File: src/rtl/bcd_hex_counter.sv
// Up/down counter that counts in binary or per-digit BCD, wraps or saturates at the bounds,
// and drives one active-low 7-segment glyph per digit with optional leading-zero blanking.
module bcd_hex_counter #(
  parameter int unsigned DIGITS = 4
) (
  input  logic                  Clkin,
  input  logic                  clear,
  input  logic                  en,
  input  logic                  up,
  input  logic                  bcd,
  input  logic                  sat,
  input  logic                  load,
  input  logic [4*DIGITS-1:0]   load_val,
  input  logic                  blank_lz,
  output logic [4*DIGITS-1:0]   Q,
  output logic                  ovf,
  output logic [7*DIGITS-1:0]   segs
);

  localparam int unsigned W = 4 * DIGITS;

  logic [W-1:0] q_q, q_d;
  logic         ovf_q, ovf_d;
  logic [W-1:0] bcd_max, inc_bcd, dec_bcd, load_san;
  logic         at_max, at_min;

  always_comb begin
    bcd_max = '0;
    for (int i = 0; i < int'(DIGITS); i++) bcd_max[4*i +: 4] = 4'd9;
  end

  // Ripple carry/borrow across digits; digits above 9 are left-overs from binary mode.
  always_comb begin
    logic       c;
    logic       b;
    logic [3:0] d;
    inc_bcd  = q_q;
    dec_bcd  = q_q;
    load_san = load_val;
    c        = 1'b1;
    b        = 1'b1;
    for (int i = 0; i < int'(DIGITS); i++) begin
      d = q_q[4*i +: 4];
      if (c) begin
        if (d >= 4'd9) begin
          inc_bcd[4*i +: 4] = 4'd0;
        end else begin
          inc_bcd[4*i +: 4] = d + 4'd1;
          c = 1'b0;
        end
      end
      if (b) begin
        if (d == 4'd0) begin
          dec_bcd[4*i +: 4] = 4'd9;
        end else if (d > 4'd9) begin
          dec_bcd[4*i +: 4] = 4'd9;
          b = 1'b0;
        end else begin
          dec_bcd[4*i +: 4] = d - 4'd1;
          b = 1'b0;
        end
      end
      if (load_val[4*i +: 4] > 4'd9) load_san[4*i +: 4] = 4'd0;
    end
  end

  assign at_max = bcd ? (q_q == bcd_max) : (&q_q);
  assign at_min = (q_q == '0);

  always_comb begin
    q_d   = q_q;
    ovf_d = 1'b0;
    if (load) begin
      q_d = bcd ? load_san : load_val;
    end else if (en) begin
      if (up ? at_max : at_min) begin
        ovf_d = 1'b1;
        if (!sat) q_d = up ? '0 : (bcd ? bcd_max : '1);
      end else if (bcd) begin
        q_d = up ? inc_bcd : dec_bcd;
      end else begin
        q_d = up ? (q_q + W'(1)) : (q_q - W'(1));
      end
    end
  end

  always_ff @(posedge Clkin or posedge clear) begin
    if (clear) begin
      q_q   <= '0;
      ovf_q <= 1'b0;
    end else begin
      q_q   <= q_d;
      ovf_q <= ovf_d;
    end
  end

  assign Q   = q_q;
  assign ovf = ovf_q;

  function automatic logic [6:0] glyph(input logic [3:0] n);
    logic [6:0] g;
    unique case (n)
      4'h0: g = 7'b1000000;
      4'h1: g = 7'b1111001;
      4'h2: g = 7'b0100100;
      4'h3: g = 7'b0110000;
      4'h4: g = 7'b0011001;
      4'h5: g = 7'b0010010;
      4'h6: g = 7'b0000010;
      4'h7: g = 7'b1111000;
      4'h8: g = 7'b0000000;
      4'h9: g = 7'b0010000;
      4'hA: g = 7'b0001000;
      4'hB: g = 7'b0000011;
      4'hC: g = 7'b1000110;
      4'hD: g = 7'b0100001;
      4'hE: g = 7'b0000110;
      4'hF: g = 7'b0001110;
    endcase
    return g;
  endfunction

  // Blank from the top down while digits are zero; digit 0 always shows.
  always_comb begin
    logic lz;
    lz   = blank_lz;
    segs = '0;
    for (int i = int'(DIGITS) - 1; i >= 0; i--) begin
      lz = lz && (q_q[4*i +: 4] == 4'd0) && (i != 0);
      segs[7*i +: 7] = lz ? 7'h7F : glyph(q_q[4*i +: 4]);
    end
  end

endmodule

File: config.mk
export PLATFORM = sky130hd
export DESIGN_NAME = bcd_hex_counter
export DESIGN_NICKNAME = d
export VERILOG_FILES = /design/src/rtl/bcd_hex_counter.sv
export SDC_FILE = /design/constraint.sdc
export NUM_CORES = 1
export LEC_CHECK = 0
export CORE_ASPECT_RATIO = 1.4
export CORE_UTILIZATION = 35
export DETAILED_ROUTE_END_ITERATION = 16
export PLACE_DENSITY = 0.62
export RECOVER_POWER = 50
export REMOVE_ABC_BUFFERS = 1
export SYNTH_ARGS = -nofsm -noshare
export SYNTH_HDL_FRONTEND = slang
export SYNTH_SLANG_ARGS = --single-unit
File: constraint.sdc
create_clock -name Clkin -period 2.36 [get_ports Clkin]
set_input_delay 0.354 -clock Clkin [delete_from_list [all_inputs] [get_ports Clkin]]
set_output_delay 0.354 -clock Clkin [all_outputs]
set_load 0.01 [all_outputs]
==> metrics.yaml <==
status: "complete, but fails checks"
violations: "negative setup slack"
grt_use_total_pct: 26.1
synthTopCellsByCount: "nand2_1, a21oi_1, ha_1"
worst_slew_pin_slew_ns: 0.741
register_area_um2: 430
synth.most_common_cell: "nand2_1"
rows: 44
dr.pass1.iters: 5
finalSetupViolations: 4
die_w_um: 89.3
final_hold_viol_count: 0
synth_cell_types: 79
syn_to_final_growth_pct: 63.5
final-max-slew-violation-count: 0
criticalPathCategory: "flop to flop"
nNetsFinal: 788
n_antenna_cell: 0
antenna_found_initial: 0
cp_max_fo: 5
worstSkewPairLatency_ns: 0.26
drv_cap: 0
yosys_warnings: 0
postRouteAntennaNets: 0
core_mm2: 0.0103
crit_path_top_delay_cell: "dfrtp_2"
cts_buffer_depth: 2
synthArstFlopShare_pct: 100
wl_per_cell_um: 17.1
layout_setup_ws_ns: -0.0321
power_density_mw_per_mm2: 821
fin_crit_ns: 2.39
fin_skew_ns: 0.00644
viasPerCell: 5.67
synth_seq_cells: 17
initial_utilization_pct: 36.0
synth_cells: 512
route.vias.total: 4867
slowest_delay_ns: 0.45
power.total_uw: 5010
clk_pin_slew_ns: 0.06
place_congestion: 0.941
grt_pass1_vias: 4675
startpoint_type: "flop"
hold_class: "flop to flop"
dp_hpwl_mm: 11.7
grt_start_max_net_pins: 21
fmax_mhz: 418
end_kind: "flop"
multi_input_area_mm2: 0.00343
synth_edf_count: 0
worst-path-buf-inv: 1
syn_avg_cell_area_um2: 7.29
post-synth-top-area-fraction_pct: 13.7
h-tree-depth: 1
yosysTopAreaCell: "ha_1"
slew_headroom_pct: 50.5
die_h_um: 124
static-leakage-power_uw: 0.00268
cp.arrival_ns: 2.52
pin_count: 69
rsz0062_at_grt: "yes"
synth_top_flop_cell: "dfrtp_1"
portBuffers: 68
die-area_mm2: 0.0111
crit_chain: "buf_4, ha_2, a2111oi_4, o21ai_2, a311oi_2, nor3_2, a2111o_1, o311ai_1, o21ai_1"
grt_pass1_wl_mm: 22.3
grt_overflow_total: 0
initialDrtViolationCount: 343
fin_crit_sh_pct: 101
drcViolationCount: 0
clkSinkCount: 17
irDropWorstVdd_mv: 0.370
root_buffer: "clkbuf_16"
synth_seq_area_share_pct: 11.4
netlist_area_mm2: 0.00373
cts_made_buffers: 3
critPathRequiredTime_ns: 2.49
nFillCells: 952
routed_wl_mm: 14.7
tritoncts: "yes"
pre_cts_slack_ns: -0.561
drive_gt1_share_pct: 35.8
critPathTopFamily: "compound AO/OA/AOI/OAI gates"
synth.area.top_cells: "ha_1, dfrtp_1, nand2_1"
-- placed cells by master (no fill, tap or decap), types with 11 or more instances in the layout --
master,synthesis,layout
a21oi_1,42,38
buf_4,3,154
clkdlybuf4s50_1,0,32
dfrtp_1,17,13
dlygate4sd2_1,0,17
ha_1,41,30
inv_1,22,14
nand2_1,58,55
nand3_1,18,17
nor2_1,34,30
o211ai_1,18,18
o21ai_0,40,38
xnor2_1,12,11
-- timing repair --
item,4_1_cts,5_1_grt
gates cloned,0,0
setup buffers,8,12
setup endpoints to repair,40,29
gates resized for setup,75,68
hold buffers,0,0
pin swaps,12,23
-- where the power goes --
group	internal, µW	switching (µW)	leakage [µW]	total, µW
Sequential	367	137	0.000201	504
Clock	230	125	0.0000382	355
Combinational	2080	2060	0.00244	4150
Total	2680	2330	0.00268	5010
-- cell type report --
cell class / instances / share of cell area [%]
Multi-Input combinational cell: 445 / 56.1
Timing Repair Buffer: 232 / 31.2
Sequential cell: 17 / 7.05
Tap cell: 138 / 2.83
Inverter: 23 / 1.46
Clock buffer: 4 / 1.29
-- per-stage QoR --
stage                     hold WS [ns]  cells  TNS (ns)  cell area, µm²  util [%]
after floorplan                  0.280    485     -1.17            3600         -
final                            0.659    859    -0.103            6100      59.0
after detailed placement         0.651    837     -6.96            5550      53.6
after CTS                        0.562    849  -0.00760            5820      56.2
after global placement           0.628    837     -6.31            5550      53.6
after global routing             0.677    859     -1.03            6100      59.0
-- tightest hold or removal path, stage by stage (launching register included) --
cell and delay (ns):
dfrtp_1 0.34, buf_4 0.15, o21a_1 0.13
-- flip-flops by register name (all words and copies together), names as in the netlist --
name	cells
ovf	1
Q	16
-- routing by layer --
| metal | GRT usage [%] | part of all wire [%] | vias to the layer above |
|---|---|---|---|
| li1 | - | - | 2349 |
| met1 | 29.4 | 40 | 2308 |
| met2 | 47.8 | 51 | 170 |
| met3 | 2.92 | 4.0 | 40 |
| met4 | 12.5 | 4.6 | 0 |
| met5 | 0 | 0 | - |
-- path summary, 6_finish.rpt --
path,endpoint,start,cells past startpoint,slack (ns)
max reg2reg,Q[13],Q[5],9,-0.03
min reg2reg,Q[1],Q[1],2,0.66
min in group asynchronous,Q[15],clear,2,0.67
max in group asynchronous,Q[8],clear,2,1.17
min,Q[1],Q[1],2,0.66
max,Q[13],Q[5],9,-0.03
-- logic make-up (layout without fill, tap and decap cells) --
| kind of cell | after synthesis | in the layout | share of synthesized area, % |
|---|---|---|---|
| AO/OA/AOI/OAI | 191 | 191 | 35.0 |
| XOR/XNOR | 17 | 17 | 3.99 |
| adder cells (fa/ha/maj) | 42 | 42 | 14.3 |
| buffers and inverters | 50 | 259 | 5.80 |
| flip-flops | 17 | 17 | 11.4 |
| multiplexers | 14 | 14 | 4.19 |
| AND/OR/NAND/NOR | 181 | 181 | 25.4 |
(Power assumes the default switching activity.)
